## config.mk

```make
export PLATFORM = sky130hd
export DESIGN_NAME = syn_fifo_ext_flat
export DESIGN_NICKNAME = d
export VERILOG_FILES = /design/src/rtl/syn_fifo_ext_pkg.sv /design/src/rtl/syn_fifo_ext_if.sv /design/src/rtl/syn_fifo_ext_mem.sv /design/src/rtl/syn_fifo_ext.sv /design/src/flat_wrapper.sv
export SDC_FILE = /design/constraint.sdc
export NUM_CORES = 1
export LEC_CHECK = 0
export CORE_MARGIN = 5
export CORE_UTILIZATION = 60
export CTS_CLUSTER_DIAMETER = 80
export CTS_CLUSTER_SIZE = 14
export DETAILED_ROUTE_END_ITERATION = 10
export HOLD_SLACK_MARGIN = 0.06
export PLACE_DENSITY_LB_ADDON = 0.08
export SLEW_MARGIN = 0
export SYNTH_ARGS = -nofsm -noshare
export SYNTH_HDL_FRONTEND = slang
export SYNTH_SLANG_ARGS = --single-unit
```

## constraint.sdc

```tcl
create_clock -name clk -period 8.7 [get_ports clk]
set_input_delay 2.61 -clock clk [delete_from_list [all_inputs] [get_ports clk]]
set_output_delay 2.61 -clock clk [all_outputs]
set_load 0.005 [all_outputs]
```

## src/rtl/syn_fifo_ext_pkg.sv

```systemverilog
// Shared constants and width helpers for the syn_fifo_ext FIFO.
package syn_fifo_ext_pkg;

   localparam int DEF_WIDTH = 8;
   localparam int DEF_DEPTH = 16;

   function automatic int cnt_w(input int depth);
      return $clog2(depth + 1);
   endfunction

   // A depth-2 FIFO still needs one pointer bit, hence the floor of 1.
   function automatic int ptr_w(input int depth);
      return (depth <= 2) ? 1 : $clog2(depth);
   endfunction

endpackage

```

## src/rtl/syn_fifo_ext_if.sv

```systemverilog
// Producer/consumer bundle for syn_fifo_ext; master drives requests, slave is the FIFO.
interface syn_fifo_ext_if
   import syn_fifo_ext_pkg::*;
#(
   parameter int WIDTH = DEF_WIDTH,
   parameter int DEPTH = DEF_DEPTH
);
   logic                      wr_en;
   logic [WIDTH-1:0]          wdata;
   logic                      rd_en;
   logic [WIDTH-1:0]          rdata;
   logic                      rd_valid;
   logic                      full;
   logic                      empty;
   logic                      almost_full;
   logic                      almost_empty;
   logic                      overflow;
   logic                      underflow;
   logic [cnt_w(DEPTH)-1:0]   count;

   modport master (
      output wr_en, wdata, rd_en,
      input  rdata, rd_valid, full, empty, almost_full, almost_empty,
             overflow, underflow, count
   );

   modport slave (
      input  wr_en, wdata, rd_en,
      output rdata, rd_valid, full, empty, almost_full, almost_empty,
             overflow, underflow, count
   );
endinterface

```

## src/rtl/syn_fifo_ext_mem.sv

```systemverilog
// Storage array for syn_fifo_ext: synchronous write port, combinational read port.
module syn_fifo_mem
   import syn_fifo_ext_pkg::*;
#(
   parameter int WIDTH = DEF_WIDTH,
   parameter int DEPTH = DEF_DEPTH,
   parameter int PW    = ptr_w(DEF_DEPTH)
) (
   input  logic             clk,
   input  logic             we,
   input  logic [PW-1:0]    waddr,
   input  logic [WIDTH-1:0] wdata,
   input  logic [PW-1:0]    raddr,
   output logic [WIDTH-1:0] rdata
);
   logic [WIDTH-1:0] mem_q [DEPTH];

   // No reset: contents survive rst, only the pointers are cleared.
   always_ff @(posedge clk) begin
      if (we) mem_q[waddr] <= wdata;
   end

   assign rdata = mem_q[raddr];
endmodule

```

## src/rtl/syn_fifo_ext.sv

```systemverilog
// Synchronous FIFO with occupancy count, threshold flags and error pulses.
// Define SYN_FIFO_FWFT_EN for first-word-fall-through reads; default is registered read.
module syn_fifo_ext
   import syn_fifo_ext_pkg::*;
#(
   parameter int WIDTH     = DEF_WIDTH,
   parameter int DEPTH     = DEF_DEPTH,
   parameter int AF_THRESH = DEPTH - 2,
   parameter int AE_THRESH = 2
) (
   input  logic           clk,
   input  logic           rst,
   syn_fifo_ext_if.slave  bus
);
   localparam int CW = cnt_w(DEPTH);
   localparam int PW = ptr_w(DEPTH);
   localparam logic [CW-1:0] DEPTH_C = CW'(DEPTH);
   localparam logic [CW-1:0] AF_C    = CW'(AF_THRESH);
   localparam logic [CW-1:0] AE_C    = CW'(AE_THRESH);
   localparam logic [PW-1:0] LAST_P  = PW'(DEPTH - 1);

   logic [PW-1:0]    wr_ptr_q, wr_ptr_d, rd_ptr_q, rd_ptr_d;
   logic [CW-1:0]    count_q, count_d;
   logic             full_q, full_d, empty_q, empty_d;
   logic             af_q, af_d, ae_q, ae_d;
   logic             ovf_q, ovf_d, udf_q, udf_d;
   logic             wr_acc, rd_acc;
   logic [WIDTH-1:0] mem_rdata;

   syn_fifo_mem #(.WIDTH(WIDTH), .DEPTH(DEPTH), .PW(PW)) u_mem (
      .clk   (clk),
      .we    (wr_acc),
      .waddr (wr_ptr_q),
      .wdata (bus.wdata),
      .raddr (rd_ptr_q),
      .rdata (mem_rdata)
   );

   // A pop frees the slot the same edge, so a write into a full FIFO is legal alongside it.
   always_comb begin
      rd_acc   = bus.rd_en && !empty_q;
      wr_acc   = bus.wr_en && (!full_q || rd_acc);
      wr_ptr_d = wr_acc ? ((wr_ptr_q == LAST_P) ? '0 : wr_ptr_q + 1'b1) : wr_ptr_q;
      rd_ptr_d = rd_acc ? ((rd_ptr_q == LAST_P) ? '0 : rd_ptr_q + 1'b1) : rd_ptr_q;
      count_d  = count_q + CW'(wr_acc) - CW'(rd_acc);
      full_d   = (count_d == DEPTH_C);
      empty_d  = (count_d == '0);
      af_d     = (count_d >= AF_C);
      ae_d     = (count_d <= AE_C);
      ovf_d    = bus.wr_en && !wr_acc;
      udf_d    = bus.rd_en && !rd_acc;
   end

   always_ff @(posedge clk) begin
      if (rst) begin
         wr_ptr_q <= '0;
         rd_ptr_q <= '0;
         count_q  <= '0;
         full_q   <= 1'b0;
         empty_q  <= 1'b1;
         af_q     <= 1'b0;
         ae_q     <= 1'b1;
         ovf_q    <= 1'b0;
         udf_q    <= 1'b0;
      end else begin
         wr_ptr_q <= wr_ptr_d;
         rd_ptr_q <= rd_ptr_d;
         count_q  <= count_d;
         full_q   <= full_d;
         empty_q  <= empty_d;
         af_q     <= af_d;
         ae_q     <= ae_d;
         ovf_q    <= ovf_d;
         udf_q    <= udf_d;
      end
   end

`ifdef SYN_FIFO_FWFT_EN
   assign bus.rdata    = mem_rdata;
   assign bus.rd_valid = !empty_q;
`else
   logic [WIDTH-1:0] rdata_q, rdata_d;
   logic             rd_valid_q, rd_valid_d;

   // rdata holds the last popped word; only rd_valid drops back.
   always_comb begin
      rdata_d    = rd_acc ? mem_rdata : rdata_q;
      rd_valid_d = rd_acc;
   end

   always_ff @(posedge clk) begin
      if (rst) begin
         rdata_q    <= '0;
         rd_valid_q <= 1'b0;
      end else begin
         rdata_q    <= rdata_d;
         rd_valid_q <= rd_valid_d;
      end
   end

   assign bus.rdata    = rdata_q;
   assign bus.rd_valid = rd_valid_q;
`endif

   assign bus.count        = count_q;
   assign bus.full         = full_q;
   assign bus.empty        = empty_q;
   assign bus.almost_full  = af_q;
   assign bus.almost_empty = ae_q;
   assign bus.overflow     = ovf_q;
   assign bus.underflow    = udf_q;
endmodule

```

## src/flat_wrapper.sv

```systemverilog
// flat-port wrapper written by rule: the top's interface ports become plain ports
module syn_fifo_ext_flat import syn_fifo_ext_pkg::*;
#(
   parameter int WIDTH     = DEF_WIDTH,
   parameter int DEPTH     = DEF_DEPTH,
   parameter int AF_THRESH = DEPTH - 2,
   parameter int AE_THRESH = 2
)
  (clk, rst, bus_wr_en, bus_wdata, bus_rd_en, bus_rdata, bus_rd_valid, bus_full, bus_empty, bus_almost_full, bus_almost_empty, bus_overflow, bus_underflow, bus_count);
  syn_fifo_ext_if #(.WIDTH(WIDTH), .DEPTH(DEPTH)) bus_i ();
  input  logic clk;
  input  logic rst;
  input wire logic [$bits(bus_i.wr_en)-1:0] bus_wr_en;
  input wire logic [$bits(bus_i.wdata)-1:0] bus_wdata;
  input wire logic [$bits(bus_i.rd_en)-1:0] bus_rd_en;
  output wire logic [$bits(bus_i.rdata)-1:0] bus_rdata;
  output wire logic [$bits(bus_i.rd_valid)-1:0] bus_rd_valid;
  output wire logic [$bits(bus_i.full)-1:0] bus_full;
  output wire logic [$bits(bus_i.empty)-1:0] bus_empty;
  output wire logic [$bits(bus_i.almost_full)-1:0] bus_almost_full;
  output wire logic [$bits(bus_i.almost_empty)-1:0] bus_almost_empty;
  output wire logic [$bits(bus_i.overflow)-1:0] bus_overflow;
  output wire logic [$bits(bus_i.underflow)-1:0] bus_underflow;
  output wire logic [$bits(bus_i.count)-1:0] bus_count;
  assign bus_i.wr_en = bus_wr_en;
  assign bus_i.wdata = bus_wdata;
  assign bus_i.rd_en = bus_rd_en;
  assign bus_rdata = bus_i.rdata;
  assign bus_rd_valid = bus_i.rd_valid;
  assign bus_full = bus_i.full;
  assign bus_empty = bus_i.empty;
  assign bus_almost_full = bus_i.almost_full;
  assign bus_almost_empty = bus_i.almost_empty;
  assign bus_overflow = bus_i.overflow;
  assign bus_underflow = bus_i.underflow;
  assign bus_count = bus_i.count;
  syn_fifo_ext #(.WIDTH(WIDTH), .DEPTH(DEPTH), .AF_THRESH(AF_THRESH), .AE_THRESH(AE_THRESH)) u_core (.clk(clk), .rst(rst), .bus(bus_i));
endmodule
```

After elaboration in Yosys (flattened, before gate mapping) --
Memory sizes are Yosys's and may differ from the RTL's. A register that Yosys moved wholly into a read port is not among the register bits. Index checks and enable logic that the tools add are counted.
Operators by class: magnitude comparators 2, add/sub/neg operators 4, div/mod/pow operators 0, bitwise gates (word level) 0, equality and inequality tests 3, shifts and indexed selects 0, multiply operators 0, multiplexer cells 4, reductions and logical operators 10
Operators with widths (number):
- $add A4 B1 Y4 const B | 2
- $eq A4 B4 Y1 const B | 2
- $mux W4 | 2
- $add A5 B1 Y5 | 1
- $eq A5 B5 Y1 const B | 1
- $ge A5 B4 Y1 const B | 1
- $le A5 B2 Y1 const B | 1
- $logic_not A5 Y1 | 1
- $sub A5 B1 Y5 | 1
- $logic_and A1 B1 Y1 | 4
- $logic_not A1 Y1 | 4
- $mux W1 | 2
- $logic_or A1 B1 Y1 | 1
Storage, ports and cells: memories kept 1, memory bits (read-only) 0, logic and storage cells 34, bits in registers 20, input port bits 12, RAM bits 128, bits in latches 0
Memory list:
- u_core.u_mem.mem_q | depth 16, width 8, read ports 1, clocked after Yosys merged registers in 1, write ports 1, RTL line syn_fifo_ext_mem.sv:16 | logic [WIDTH-1:0] mem_q [DEPTH];

Logic depth before layout (Yosys ltp) --
Gate-level depths: netlist (run 1).
word-level depth 7, depth in mapped cells 14

By module --
A second synthesis (run 1) with hierarchy kept.
Unflattened totals: cells, all modules 351, area, all modules 6179.7 µm²
Modules (own cells, without submodules):
- syn_fifo_mem | times used 1, area an instance 4987.3 µm², cells each 221, sequential area each 3843.7 µm²
- syn_fifo_ext | times used 1, area an instance 1192.4 µm², cells each 130, sequential area each 560.5 µm²

Worst setup path after synthesis (run 1) --
OpenSTA, ideal clock, no wires.
kind in2reg, start in bus_rd_en, end reg u_core.ae_q (netlist: u_core.bus.almost_empty), arrival 4.837 ns, stages 14, path slack 3.747 ns, required time 8.584 ns, cells stage by stage nand2b_1 buf_2 clkinv_1 clkbuf_1 ha_1 inv_1 ha_1 inv_1 fa_1 inv_1 a21o_1 a21oi_1 xor2_1 a41o_1
On the way: cells in the longest elaborated chain, start to end 6
RTL lines:
- from (decl) | RTL line flat_wrapper.sv:15 | input wire logic [$bits(bus_i.rd_en)-1:0] bus_rd_en;
- $logic_and A1 B1 Y1 (*) | RTL line syn_fifo_ext.sv:41 | rd_acc = bus.rd_en && !empty_q;
- via u_core.rd_acc | RTL line syn_fifo_ext.sv:27 | logic wr_acc, rd_acc;
- $logic_or A1 B1 Y1 | RTL line syn_fifo_ext.sv:42 | wr_acc = bus.wr_en && (!full_q || rd_acc);
- $logic_and A1 B1 Y1 | RTL line syn_fifo_ext.sv:42
- $add A5 B1 Y5 | RTL line syn_fifo_ext.sv:45 | count_d = count_q + CW'(wr_acc) - CW'(rd_acc);
- $sub A5 B1 Y5 (*) | RTL line syn_fifo_ext.sv:45
- $le A5 B2 Y1 (*) | RTL line syn_fifo_ext.sv:49 | ae_d = (count_d <= AE_C);
- to (signal assigned) | RTL line syn_fifo_ext.sv:62 | ae_q <= 1'b1;
- to (signal assigned) | RTL line syn_fifo_ext.sv:72 | ae_q <= ae_d;
- to (decl) | RTL line syn_fifo_ext.sv:25 | logic af_q, af_d, ae_q, ae_d;
Mark *: on every way through the listed nets, which the timed path passes. The rest lies on a longest branch. A chain may end at the register's enable or synchronous reset.

Final worst setup path (run 1) --
start in bus_rd_en, end reg u_core.ae_q (netlist: u_core.bus.almost_empty)
On the way: cells in the longest elaborated chain, start to end 6
RTL lines (RTL line):
- $logic_and A1 B1 Y1 (*) | syn_fifo_ext.sv:41
- $logic_or A1 B1 Y1 | syn_fifo_ext.sv:42
- $logic_and A1 B1 Y1 | syn_fifo_ext.sv:42
- $add A5 B1 Y5 | syn_fifo_ext.sv:45
- $sub A5 B1 Y5 (*) | syn_fifo_ext.sv:45
- $le A5 B2 Y1 (*) | syn_fifo_ext.sv:49
Mark *: on every way between the ends. The rest lies on a longest branch, timed or not.

==> results of run 1 <==
-- Yosys cell counts (all sizes together), types with 5 or more instances --
cell and instances:
o221ai 7, nor2b 19, nand2 14, a2111oi 8, xor2 5, mux2i 27
nor2 33, clkbuf 7, a21oi 11, a211oi 16, dfxtp 28, mux4 14
nand2b 5, nor3 12, inv 10, edfxtp 128, buf 15, ha 10
-- routing by layer --
layer	share of wire (%)	track usage (%)	up-vias
li1	-	-	1599
met1	43	26.8	1700
met2	50	31.8	103
met3	5.7	5.23	15
met4	1.2	5.13	0
met5	0	0	-
-- layout make-up --
cell class	instances	area, um2
clock buffers	19	422
clock inverters	13	191
fillers	701	3020
inverters	11	41.3
multi-input cells	207	1670
flip-flops and latches	156	4410
well taps	136	170
repair buffers	37	355
-- cell usage in the layout (no fill, tap or decap), types with 10 or more instances in the layout --
cell type                         netlist  routed
sky130_fd_sc_hd__edfxtp_1             128     128
sky130_fd_sc_hd__nor2_1                33      33
sky130_fd_sc_hd__clkdlybuf4s50_1        0      31
sky130_fd_sc_hd__mux2i_1               27      27
sky130_fd_sc_hd__dfxtp_1               28      26
sky130_fd_sc_hd__nor2b_1               19      19
sky130_fd_sc_hd__a211oi_1              16      16
sky130_fd_sc_hd__clkbuf_16              0      16
sky130_fd_sc_hd__nand2_1               14      14
sky130_fd_sc_hd__nor3_1                12      12
sky130_fd_sc_hd__a21oi_1               11      11
sky130_fd_sc_hd__mux4_2                11      11
sky130_fd_sc_hd__inv_1                 10      10
sky130_fd_sc_hd__ha_1                  10      10
-- sequential cells by signal, summed over array words and instances (netlist names) --
register                 cells
u_core.bus.almost_empty      1
u_core.bus.overflow          1
u_core.rd_ptr_q              4
u_core.bus.almost_full       1
u_core.wr_ptr_q              4
u_core.bus.empty             1
u_core.bus.count             5
u_core.bus.full              1
u_core.bus.rd_valid          1
u_core.bus.rdata             8
u_core.u_mem.mem_q         128
u_core.bus.underflow         1
-- tightest hold or removal path, cell delays in order, from the launching register on --
cell and delay (ps):
sky130_fd_sc_hd__dfxtp_1 330, sky130_fd_sc_hd__a32oi_1 60, sky130_fd_sc_hd__nand2_1 60
-- worst min path at each step --
stage	from	to	slack [ps]	cells past startpoint
CTS	u_core.bus.rdata[6]$_SDFFE_PP0P_	u_core.bus.rdata[6]$_SDFFE_PP0P_	490	2
global placement	u_core.bus.rdata[6]$_SDFFE_PP0P_	u_core.bus.rdata[6]$_SDFFE_PP0P_	460	2
finish	u_core.bus.rdata[6]$_SDFFE_PP0P_	u_core.bus.rdata[6]$_SDFFE_PP0P_	480	2
global route	u_core.bus.rdata[0]$_SDFFE_PP0P_	u_core.bus.rdata[0]$_SDFFE_PP0P_	530	2
floorplan	u_core.bus.rdata[6]$_SDFFE_PP0P_	u_core.bus.rdata[6]$_SDFFE_PP0P_	460	2
detailed placement	u_core.bus.rdata[6]$_SDFFE_PP0P_	u_core.bus.rdata[6]$_SDFFE_PP0P_	470	2
-- logic make-up after synthesis --
family / after synthesis / synth area share (%)
AO/OA/AOI/OAI: 54 / 6.47
XOR/XNOR: 7 / 0.978
adder cells (fa/ha/maj): 11 / 2.32
buffers and inverters: 33 / 3.01
flip-flops: 156 / 70.3
multiplexers: 41 / 9.52
AND/OR/NAND/NOR: 94 / 7.43
-- power groups by stage --
stage | clock network (mW) | logic, mW | registers [mW]
floorplan | 0 | 0.191 | 0.885
global placement | 0 | 0.295 | 0.886
detailed placement | 0 | 0.300 | 0.887
CTS | 0.766 | 0.304 | 0.872
global route | 0.803 | 0.332 | 0.877
finish | 0.757 | 0.301 | 0.872
==> reports/summary.log, run 1 <==
qor: setup_path.critPathCaptureType register
qor: clock_tree.post_cts_repair_setup_buffers 0
qor: setup_path.reg2reg_depth 12
qor: timing.slew-limit-headroom 21.9%
qor: floorplanning.starting_density 61.0%
qor: floorplanning.placementRows 37
qor: drt.routed_wl 11.9 mm
qor: setup_path.critical_path.top_delay_family buffers and inverters
qor: setup_path.worstPathBufferInverterCount 5
qor: logic_synthesis.ys_ff_latch 156
qor: placement.dp.final_hpwl 7.49 mm
qor: layout.final_net_count 453
qor: setup_path.cp_data_arrival_time 5880 ps
qor: drt.dr.pass1.iters 4
qor: clock_tree.clkLatencyLatePin 520 ps
qor: setup_path.worstPathCellList clkdlybuf4s50_1 -> nand2b_1 -> clkinv_1 -> ha_1 -> inv_1 -> ha_1 -> inv_1 -> fa_1 -> inv_1 -> a21o_1 -> a21oi_1 -> xor2_1 -> a41o_1
qor: setup_path.cp_slowest_stage_delay 560 ps
qor: logic_synthesis.synth_cell_types 45
qor: drt.via_cell_ratio 5.90
qor: global_routing.number_of_antenna_violations_at_the_first_check_in_global_routing 0
qor: floorplanning.dieArea 12600 um2
qor: global_routing.pin_count_of_the_biggest_net_entering_global_routing 45
qor: logic_synthesis.synthDominantAreaCellType sky130_fd_sc_hd__edfxtp_1
qor: floorplanning.ports_placed_on_the_boundary 32
qor: drt.detail_route.iter0.violations 202
qor: clock_tree.clockBufferDepth 2
qor: pwr.netSwitchingFraction 24.4%
qor: setup_path.r2r_start u_core.bus.empty$_SDFF_PP1_
qor: logic_synthesis.synth_area 6270 um2
qor: clock_tree.postCtsResizedCells 0
qor: setup_path.worstPathMaxFanout 19
qor: clock_tree.cts_made_buffers 17
qor: placement.postPlaceCellArea 6650 um2
qor: setup_path.startpoint_type input port
qor: clock_tree.tritoncts_num_sinks 156
qor: layout.finalInstanceArea 7260 um2
qor: timing.finalHoldViolations 0
qor: pwr.p_comb_share 15.6%
qor: pwr.total_leakage_power 2.34 nW
qor: pwr.peakVddDrop 0.189 mV
qor: timing.maximum_clock_rate 184 MHz
qor: pwr.power_density_cells 266 nW/um2
qor: layout.final_cells 579
qor: placement.place_congestion 0.777
qor: setup_path.regToRegSetupSlack 5380 ps
qor: setup_path.worst_ep_required_time 9150 ps
qor: pwr.netSwitchingPower 470 uW
qor: logic_synthesis.synth.net_count 419
qor: setup_path.timing.rr.end u_core.bus.almost_empty$_SDFF_PP1_
qor: timing.pin_slew_with_the_least_headroom_to_its_limit 1160 ps
qor: clock_tree.clk_transition_reported_paths 60 ps
qor: timing.rsz0062_at_grt no
qor: clock_tree.post_cts_hold_buffer_count 0
qor: placement.dp.cells 547
qor: floorplanning.chipWidth 112 um
qor: layout.areaGrowthSynthToFinish 15.9%
qor: drt.final_antenna_net_count 0
qor: placement.detailedPlace.worstSlack 2780 ps
qor: pwr.total_power 1.93 mW
qor: drt.detail_route.drc_violations 0
qor: logic_synthesis.synth-main-ff-cell sky130_fd_sc_hd__edfxtp_1
qor: setup_path.timing.critical_path.to u_core.bus.almost_empty$_SDFF_PP1_
qor: setup_path.critical_path.slowest_cell sky130_fd_sc_hd__clkinv_1
qor: setup_path.worst-path-stages 13
qor: floorplanning.core 10300 um2
qor: pwr.clkPwrFrac 39.2%
qor: placement.io_buffers 31
qor: logic_synthesis.yosysWarningCount 0
qor: global_routing.grt_pass1_wl 18.7 mm
qor: timing.setup_slack 3270 ps
qor: drt.route.vias.total 3417
qor: logic_synthesis.synth_instances 396
qor: timing.report.final.slew_viol_count 0
qor: layout.antennaDiodeCount 0
qor: logic_synthesis.async_flop_share 0%
qor: floorplanning.floorplan.die.height 112 um
qor: flow_run.timing.max_cap.violations 0
qor: timing.finClkSkew 8.16 ps
qor: clock_tree.root_buffer_master sky130_fd_sc_hd__clkbuf_8
qor: timing.final.hold.worst_slack 476 ps
qor: logic_synthesis.post-synth-top-area-fraction 61.3%
qor: timing.period_share 62.4%
qor: logic_synthesis.synth.top_cells.by_area sky130_fd_sc_hd__edfxtp_1 (61%), sky130_fd_sc_hd__dfxtp_1 (8.9%), sky130_fd_sc_hd__mux2i_1 (4.3%)
qor: logic_synthesis.syn_area_per_cell 15.8 um2
qor: clock_tree.number_of_h_tree_branching_levels 4
qor: layout.share_of_post_route_cells_with_drive_strength_above_1 11.3%
qor: clock_tree.tritoncts yes
qor: global_routing.grtUsageTotal 19.7%
qor: outcome.result_of_the_run completed
qor: timing.setup_viol 0
qor: global_routing.first_global_vias 3431
qor: setup_path.timing.setup.critical_path_class input port to register
qor: drt.avgRoutedWirePerCell 20.5 um
qor: hold_path.worstHoldPathType register to register
qor: logic_synthesis.synth-seq-area-share 70.3%
qor: timing.post-route-min-period 5430 ps
qor: timing.fin_tns_setup 0 ps
qor: setup_path.launching_instance_or_port_of_the_critical_path bus_rd_en
qor: pwr.p_seq_share 45.2%
qor: pwr.power_report.internal_total 1.46 mW
qor: layout.final_util 70.6%
qor: global_routing.grt_overflow 0
qor: logic_synthesis.synth_edf_count 128
qor: setup_path.critPathMostFrequentCell sky130_fd_sc_hd__inv_1
Note: power is estimated with default switching activity, not from simulation.
==> run 2, diff against run 1 <==
--- a/config.mk
+++ b/config.mk
@@ -6,7 +6,7 @@
 export NUM_CORES = 1
 export LEC_CHECK = 0
 export CORE_MARGIN = 5
-export CORE_UTILIZATION = 60
+export CORE_UTILIZATION = 59
 export CTS_CLUSTER_DIAMETER = 80
 export CTS_CLUSTER_SIZE = 14
 export DETAILED_ROUTE_END_ITERATION = 10
==> constraint.sdc (replaced) <==
create_clock -name clk -period 5.3 [get_ports clk]
set_input_delay 1.59 -clock clk [delete_from_list [all_inputs] [get_ports clk]]
set_output_delay 1.59 -clock clk [all_outputs]
set_load 0.005 [all_outputs]
==> run 2 against run 1 <==
Effect of this change: setup slack lost 1900 ps; highest routed layer unchanged; flip-flop and latch count is the same; combinational power grew 59%; critical path depth grew 1.
==> reports/summary.log, run 2 (synthesized netlist as in run 1, its figures left out) <==
qor: clock_tree.post_cts_hold_buffer_count 0 [unchanged]
qor: clock_tree.tritoncts_num_sinks 156 [unchanged]
qor: hold_path.worstHoldPathType register to register [unchanged]
qor: timing.finalHoldViolations 0 [unchanged]
qor: timing.report.final.slew_viol_count 0 [unchanged]
qor: layout.leading_cell_type_in_the_layout_fill_and_taps_excluded sky130_fd_sc_hd__edfxtp_1 [unchanged]
qor: timing.finClkSkew 4.72 ps [was 8.16 ps]
qor: clock_tree.root_buffer_master sky130_fd_sc_hd__clkbuf_8 [unchanged]
qor: layout.areaGrowthSynthToFinish 15.9% [about the same]
qor: timing.pin_slew_with_the_least_headroom_to_its_limit 1210 ps [was 1160 ps]
qor: clock_tree.clkLatencyLatePin 520 ps [about the same]
qor: drt.dr.pass1.iters 5 [was 4]
qor: placement.dp.final_hpwl 7.74 mm [was 7.49 mm]
qor: global_routing.grt_overflow 0 [unchanged]
qor: layout.ff_latch_area 4410 um2 [unchanged]
qor: layout.largest-register u_core.u_mem.mem_q [unchanged]
qor: floorplanning.starting_density 60.7% [was 61.0%]
qor: pwr.peakVddDrop 0.250 mV [was 0.189 mV]
qor: setup_path.worstPathMaxFanout 19 [unchanged]
qor: setup_path.worst_ep_required_time 5660 ps [was 9150 ps]
qor: setup_path.timing.setup.critical_path_class input port to register [unchanged]
qor: floorplanning.core 10300 um2 [about the same]
qor: timing.maximum_clock_rate 257 MHz
qor: floorplanning.placementRows 37 [unchanged]
qor: timing.post-route-min-period 3890 ps
qor: layout.multi_input_area 1670 um2 [unchanged]
qor: pwr.power_density_cells 438 nW/um2 [was 266 nW/um2]
qor: timing.setup_viol 0 [unchanged]
qor: setup_path.cp_data_arrival_time 4260 ps [was 5880 ps]
qor: layout.layout_common_cells sky130_fd_sc_hd__edfxtp_1 (128), sky130_fd_sc_hd__nor2_1 (33), sky130_fd_sc_hd__clkdlybuf4s50_1 (31), sky130_fd_sc_hd__mux2i_1 (27), sky130_fd_sc_hd__dfxtp_1 (26) [unchanged]
qor: floorplanning.dieArea 12800 um2 [was 12600 um2]
qor: global_routing.pin_count_of_the_biggest_net_entering_global_routing 39 [was 45]
qor: outcome.result_of_the_run completed [unchanged]
qor: placement.place_congestion 0.788 [was 0.777]
qor: clock_tree.tritoncts yes [unchanged]
qor: drt.final_antenna_net_count 0 [unchanged]
qor: setup_path.startpoint_type input port [unchanged]
qor: clock_tree.postCtsResizedCells 0 [unchanged]
qor: drt.detail_route.iter0.violations 195 [was 202]
qor: layout.final_net_count 453 [unchanged]
qor: timing.fin_tns_setup 0 ps [unchanged]
qor: layout.share_of_post_route_cells_with_drive_strength_above_1 10.6% [was 11.3%]
qor: timing.setup_slack 1410 ps [was 3270 ps]
qor: layout.fillers 680 [was 701]
qor: drt.via_cell_ratio 5.81 [was 5.90]
qor: global_routing.first_global_vias 3354 [was 3431]
qor: timing.slew-limit-headroom 18.9% [was 21.9%]
qor: pwr.total_leakage_power 2.35 nW [was 2.34 nW]
qor: layout.antennaDiodeCount 0 [unchanged]
qor: drt.detail_route.drc_violations 0 [unchanged]
qor: drt.routed_wl 12.0 mm [was 11.9 mm]
qor: clock_tree.clockBufferDepth 2 [unchanged]
qor: clock_tree.post_cts_repair_setup_buffers 0 [unchanged]
qor: global_routing.number_of_antenna_violations_at_the_first_check_in_global_routing 0 [unchanged]
qor: floorplanning.ports_placed_on_the_boundary 32 [unchanged]
qor: global_routing.grt_pass1_wl 18.6 mm [was 18.7 mm]
qor: floorplanning.floorplan.die.height 113 um [was 112 um]
qor: pwr.total_power 3.18 mW [was 1.93 mW]
qor: clock_tree.number_of_h_tree_branching_levels 4 [unchanged]
qor: drt.route.vias.total 3363 [was 3417]
qor: timing.rsz0062_at_grt no [unchanged]
qor: placement.io_buffers 31 [unchanged]
qor: floorplanning.chipWidth 113 um [was 112 um]
qor: placement.detailedPlace.worstSlack 891 ps [was 2780 ps]
qor: flow_run.timing.max_cap.violations 0 [unchanged]
qor: clock_tree.clk_transition_reported_paths 60 ps [about the same]
qor: setup_path.regToRegSetupSlack 2530 ps [was 5380 ps]
qor: layout.largest_register_ffs 128 [unchanged]
qor: clock_tree.cts_made_buffers 17 [unchanged]
qor: global_routing.grtUsageTotal 19.8% [was 19.7%]
qor: drt.avgRoutedWirePerCell 20.7 um [was 20.5 um]
qor: setup_path.critPathCaptureType register [unchanged]
qor: timing.period_share 73.5%
==> run 2: worst paths after layout <==
check	start	endpoint	cells past startpoint
setup / recovery	bus_rd_en	u_core.bus.almost_full$_SDFF_PP0_	14
setup reg to reg	u_core.bus.empty$_SDFF_PP1_	u_core.bus.almost_full$_SDFF_PP0_	13
hold reg to reg	u_core.bus.rdata[4]$_SDFFE_PP0P_	u_core.bus.rdata[4]$_SDFFE_PP0P_	2
hold / removal	u_core.bus.rdata[4]$_SDFFE_PP0P_	u_core.bus.rdata[4]$_SDFFE_PP0P_	2
==> run 2: worst max-delay path: stages <==
cell                              delay, ps
sky130_fd_sc_hd__clkdlybuf4s50_1        430
sky130_fd_sc_hd__nand2b_1               280
sky130_fd_sc_hd__clkinv_1               110
sky130_fd_sc_hd__buf_4                  210
sky130_fd_sc_hd__ha_1                   280
sky130_fd_sc_hd__inv_1                   40
sky130_fd_sc_hd__ha_1                   190
sky130_fd_sc_hd__inv_1                   70
sky130_fd_sc_hd__fa_1                   190
sky130_fd_sc_hd__inv_1                   50
sky130_fd_sc_hd__a21o_1                 170
sky130_fd_sc_hd__a21oi_1                240
sky130_fd_sc_hd__xor2_1                 290
sky130_fd_sc_hd__o21ai_0                110
==> run 2: area by class of cell <==
type                            count  area share [%]
Clock buffer                       18            5.75
Clock inverter                     14            2.72
Inverter                           11           0.568
Multi-Input combinational cell    207            23.0
Sequential cell                   156            60.7
Tap cell                          136            2.34
Timing Repair Buffer               37            4.89
==> run 2: layer usage <==
layer	wire length, um	GRT usage, %	vias to the layer above
met5	0	0	-
met4	240	7.61	0
met3	810	4.97	16
met2	5830	31.2	115
met1	5110	26.8	1644
li1	-	-	1588
==> run 2: stage by stage <==
stage	hold slack [ps]	instance area, um2	util [%]	std cells
floorplan	458	6270	-	396
global placement	469	6650	64.4	547
detailed placement	479	6650	64.4	547
CTS	491	7260	70.4	579
global route	531	7260	70.4	579
finish	488	7260	70.4	579
==> run 2: report_power, final <==
group          switching [mW]  internal [mW]  total (mW)
combinational           0.246          0.234       0.479
clock                   0.451          0.806        1.26
sequential             0.0518           1.39        1.45
==> run 3, diff against run 2 <==
==> constraint.sdc (replaced) <==
create_clock -name clk -period 4 [get_ports clk]
set_input_delay 1.2 -clock clk [delete_from_list [all_inputs] [get_ports clk]]
set_output_delay 1.2 -clock clk [all_outputs]
set_load 0.005 [all_outputs]
==> run 3 against run 2 <==
Effect of this change: core utilization up 0.27 points; sequential power grew 32%; largest power group unchanged; global-route usage fell by 0.13 points; critical path type unchanged; setup slack lost 520 ps.
==> reports/summary.log, run 3 (synthesized netlist as in run 1, its figures left out) <==
qor: pwr.power_report.internal_total 2.98 mW [was 2.43 mW]
qor: timing.post-route-min-period 3120 ps
qor: timing.pin_slew_with_the_least_headroom_to_its_limit 1030 ps [was 1210 ps]
qor: timing.finalHoldViolations 0 [unchanged]
qor: layout.fillers 674 [was 680]
qor: pwr.total_power 3.99 mW [was 3.18 mW]
qor: setup_path.startpoint_type input port [unchanged]
qor: global_routing.number_of_antenna_violations_at_the_first_check_in_global_routing 0 [unchanged]
qor: flow_run.timing.max_cap.violations 0 [unchanged]
qor: setup_path.timing.setup.critical_path_class input port to register [unchanged]
qor: clock_tree.clockBufferDepth 2 [unchanged]
qor: global_routing.grt_util_met3 5.13% [was 4.97%]
qor: pwr.total_leakage_power 2.37 nW [was 2.35 nW]
qor: setup_path.reg2reg_depth 5 [was 13]
qor: clock_tree.post_cts_repair_setup_buffers 0 [unchanged]
qor: hold_path.worstHoldPathType register to register [unchanged]
qor: setup_path.timing.rr.end u_core.bus.rdata[0]$_SDFFE_PP0P_ [was u_core.bus.almost_full$_SDFF_PP0_]
qor: global_routing.pin_count_of_the_biggest_net_entering_global_routing 45 [was 39]
qor: drt.final_antenna_net_count 0 [unchanged]
qor: setup_path.r2r_start u_core.rd_ptr_q[0]$_SDFFE_PP0P_ [was u_core.bus.empty$_SDFF_PP1_]
qor: layout.multi_input_area 1670 um2 [unchanged]
qor: placement.place_congestion 0.834 [was 0.788]
qor: timing.finClkSkew 6.85 ps [was 4.72 ps]
qor: hold_path.hold_path_cell_cnt 2 [unchanged]
qor: layout.share_of_post_route_cells_with_drive_strength_above_1 13.3% [was 10.6%]
qor: global_routing.top_usage_layer_grt met2 [unchanged]
qor: layout.finalInstanceArea 7290 um2 [was 7260 um2]
qor: floorplanning.core 10300 um2 [unchanged]
qor: clock_tree.root_buffer_master sky130_fd_sc_hd__clkbuf_8 [unchanged]
qor: floorplanning.ports_placed_on_the_boundary 32 [unchanged]
qor: global_routing.grtUsageTotal 19.7% [was 19.8%]
qor: drt.avgRoutedWirePerCell 19.8 um [was 20.7 um]
qor: timing.fin_tns_setup 0 ps [unchanged]
qor: drt.dr.pass1.iters 4 [was 5]
qor: pwr.netSwitchingFraction 25.2% [was 23.5%]
qor: clock_tree.tritoncts_num_sinks 156 [unchanged]
qor: floorplanning.chipWidth 113 um [unchanged]
qor: drt.via_cell_ratio 5.80 [was 5.81]
qor: clock_tree.clk_transition_reported_paths 60 ps [about the same]
qor: timing.maximum_clock_rate 321 MHz
qor: pwr.p_comb_share 15.8% [was 15.1%]
qor: setup_path.regToRegSetupSlack 1360 ps [was 2530 ps]
qor: timing.period_share 77.9%
qor: pwr.p_seq_share 48.2% [was 45.4%]
qor: placement.dp.final_hpwl 7.94 mm [was 7.74 mm]
qor: setup_path.critPathCaptureType register [unchanged]
qor: placement.io_buffers 31 [unchanged]
qor: floorplanning.dieArea 12800 um2 [unchanged]
qor: layout.largest-register u_core.u_mem.mem_q [unchanged]
qor: layout.final_cells 593 [was 579]
qor: global_routing.met1_usage 27.0% [was 26.8%]
qor: timing.final.hold.worst_slack 475 ps [was 488 ps]
qor: setup_path.cp_data_arrival_time 3580 ps [was 4260 ps]
qor: placement.dp.cells 561 [was 547]
qor: setup_path.worstPathMaxFanout 4 [was 19]
qor: pwr.netSwitchingPower 1.01 mW [was 749 uW]
qor: clock_tree.number_of_h_tree_branching_levels 4 [unchanged]
qor: layout.final_net_count 467 [was 453]
qor: layout.areaGrowthSynthToFinish 16.3% [was 15.9%]
qor: layout.largest_register_ffs 128 [unchanged]
qor: timing.slew-limit-headroom 31.1% [was 18.9%]
qor: layout.antennaDiodeCount 0 [unchanged]
qor: drt.detail_route.iter0.violations 215 [was 195]
qor: drt.route.vias.total 3442 [was 3363]
qor: layout.layout_common_cells sky130_fd_sc_hd__edfxtp_1 (128), sky130_fd_sc_hd__nor2_1 (33), sky130_fd_sc_hd__clkdlybuf4s50_1 (31), sky130_fd_sc_hd__mux2i_1 (27), sky130_fd_sc_hd__dfxtp_1 (26) [unchanged]
qor: layout.final_util 70.6% [was 70.4%]
qor: floorplanning.floorplan.die.height 113 um [unchanged]
qor: floorplanning.starting_density 60.7% [unchanged]
qor: global_routing.met2_usage 31.7% [was 31.2%]
qor: drt.detail_route.drc_violations 0 [unchanged]
qor: layout.ff_latch_area 4410 um2 [unchanged]
qor: pwr.power_density_cells 547 nW/um2 [was 438 nW/um2]
qor: placement.detailedPlace.worstSlack 385 ps [was 891 ps]
qor: clock_tree.tritoncts yes [unchanged]
qor: global_routing.first_global_vias 3538 [was 3354]
qor: clock_tree.cts_made_buffers 17 [unchanged]
qor: clock_tree.post_cts_hold_buffer_count 0 [unchanged]
qor: global_routing.grt_pass1_wl 18.9 mm [was 18.6 mm]
qor: timing.setup_viol 0 [unchanged]
qor: hold_path.min_from u_core.bus.rdata[6]$_SDFFE_PP0P_ [was u_core.bus.rdata[4]$_SDFFE_PP0P_]
qor: pwr.peakVddDrop 0.281 mV [was 0.250 mV]
qor: global_routing.grt_overflow 0 [unchanged]
qor: clock_tree.clkLatencyLatePin 510 ps [was 520 ps]
qor: timing.setup_slack 884 ps [was 1410 ps]
qor: clock_tree.postCtsResizedCells 0 [unchanged]
qor: pwr.clkPwrFrac 36.0% [was 39.5%]
qor: outcome.result_of_the_run completed [unchanged]
qor: layout.leading_cell_type_in_the_layout_fill_and_taps_excluded sky130_fd_sc_hd__edfxtp_1 [unchanged]
qor: setup_path.worst_ep_required_time 4460 ps [was 5660 ps]
qor: floorplanning.placementRows 37 [unchanged]
qor: placement.postPlaceCellArea 6750 um2 [was 6650 um2]
qor: timing.report.final.slew_viol_count 0 [unchanged]
qor: drt.routed_wl 11.7 mm [was 12.0 mm]
qor: hold_path.min_to u_core.bus.rdata[6]$_SDFFE_PP0P_ [was u_core.bus.rdata[4]$_SDFFE_PP0P_]
qor: timing.rsz0062_at_grt no [unchanged]
## run 3: layout make-up
cell class | count | share of cell area, %
Clock inverter | 15 | 1.70
Sequential cell | 156 | 60.4
Timing Repair Buffer | 51 | 6.32
Clock buffer | 17 | 5.68
Inverter | 11 | 0.566
Tap cell | 136 | 2.33
Multi-Input combinational cell | 207 | 23.0
## run 3: worst max-delay path by stage
stage	endpoint	from	slack, ps
floorplan	u_core.bus.almost_empty$_SDFF_PP1_	bus_rd_en	460
global placement	u_core.bus.almost_empty$_SDFF_PP1_	bus_rd_en	430
detailed placement	u_core.bus.almost_empty$_SDFF_PP1_	bus_rd_en	390
CTS	u_core.bus.almost_empty$_SDFF_PP1_	bus_rd_en	920
global route	u_core.bus.almost_empty$_SDFF_PP1_	bus_rd_en	710
finish	u_core.bus.almost_empty$_SDFF_PP1_	bus_rd_en	880
## run 3: power by group through the flow
| stage | logic, mW | registers [mW] | clock network, mW |
|---|---|---|---|
| finish | 0.631 | 1.92 | 1.43 |
| global route | 0.704 | 1.94 | 1.54 |
| CTS | 0.638 | 1.93 | 1.46 |
| detailed placement | 0.632 | 1.96 | 0 |
| global placement | 0.621 | 1.96 | 0 |
| floorplan | 0.415 | 1.93 | 0 |
## run 3: worst max-delay path: stages
cell and delay [ps]:
sky130_fd_sc_hd__clkdlybuf4s50_1 430, sky130_fd_sc_hd__nand2b_1 110, sky130_fd_sc_hd__clkinv_1 90, sky130_fd_sc_hd__ha_1 280
sky130_fd_sc_hd__inv_1 40, sky130_fd_sc_hd__ha_1 200, sky130_fd_sc_hd__inv_1 70, sky130_fd_sc_hd__fa_1 210
sky130_fd_sc_hd__inv_1 50, sky130_fd_sc_hd__a21o_1 170, sky130_fd_sc_hd__a21oi_1 240, sky130_fd_sc_hd__xor2_1 290
sky130_fd_sc_hd__a41o_1 210
## run 3: layer usage
layer / vias to the layer above / share of wire (%)
met1: 1726 / 44
li1: 1629 / -
met3: 6 / 4.6
met4: 0 / 0.60
met2: 81 / 51
met5: - / 0
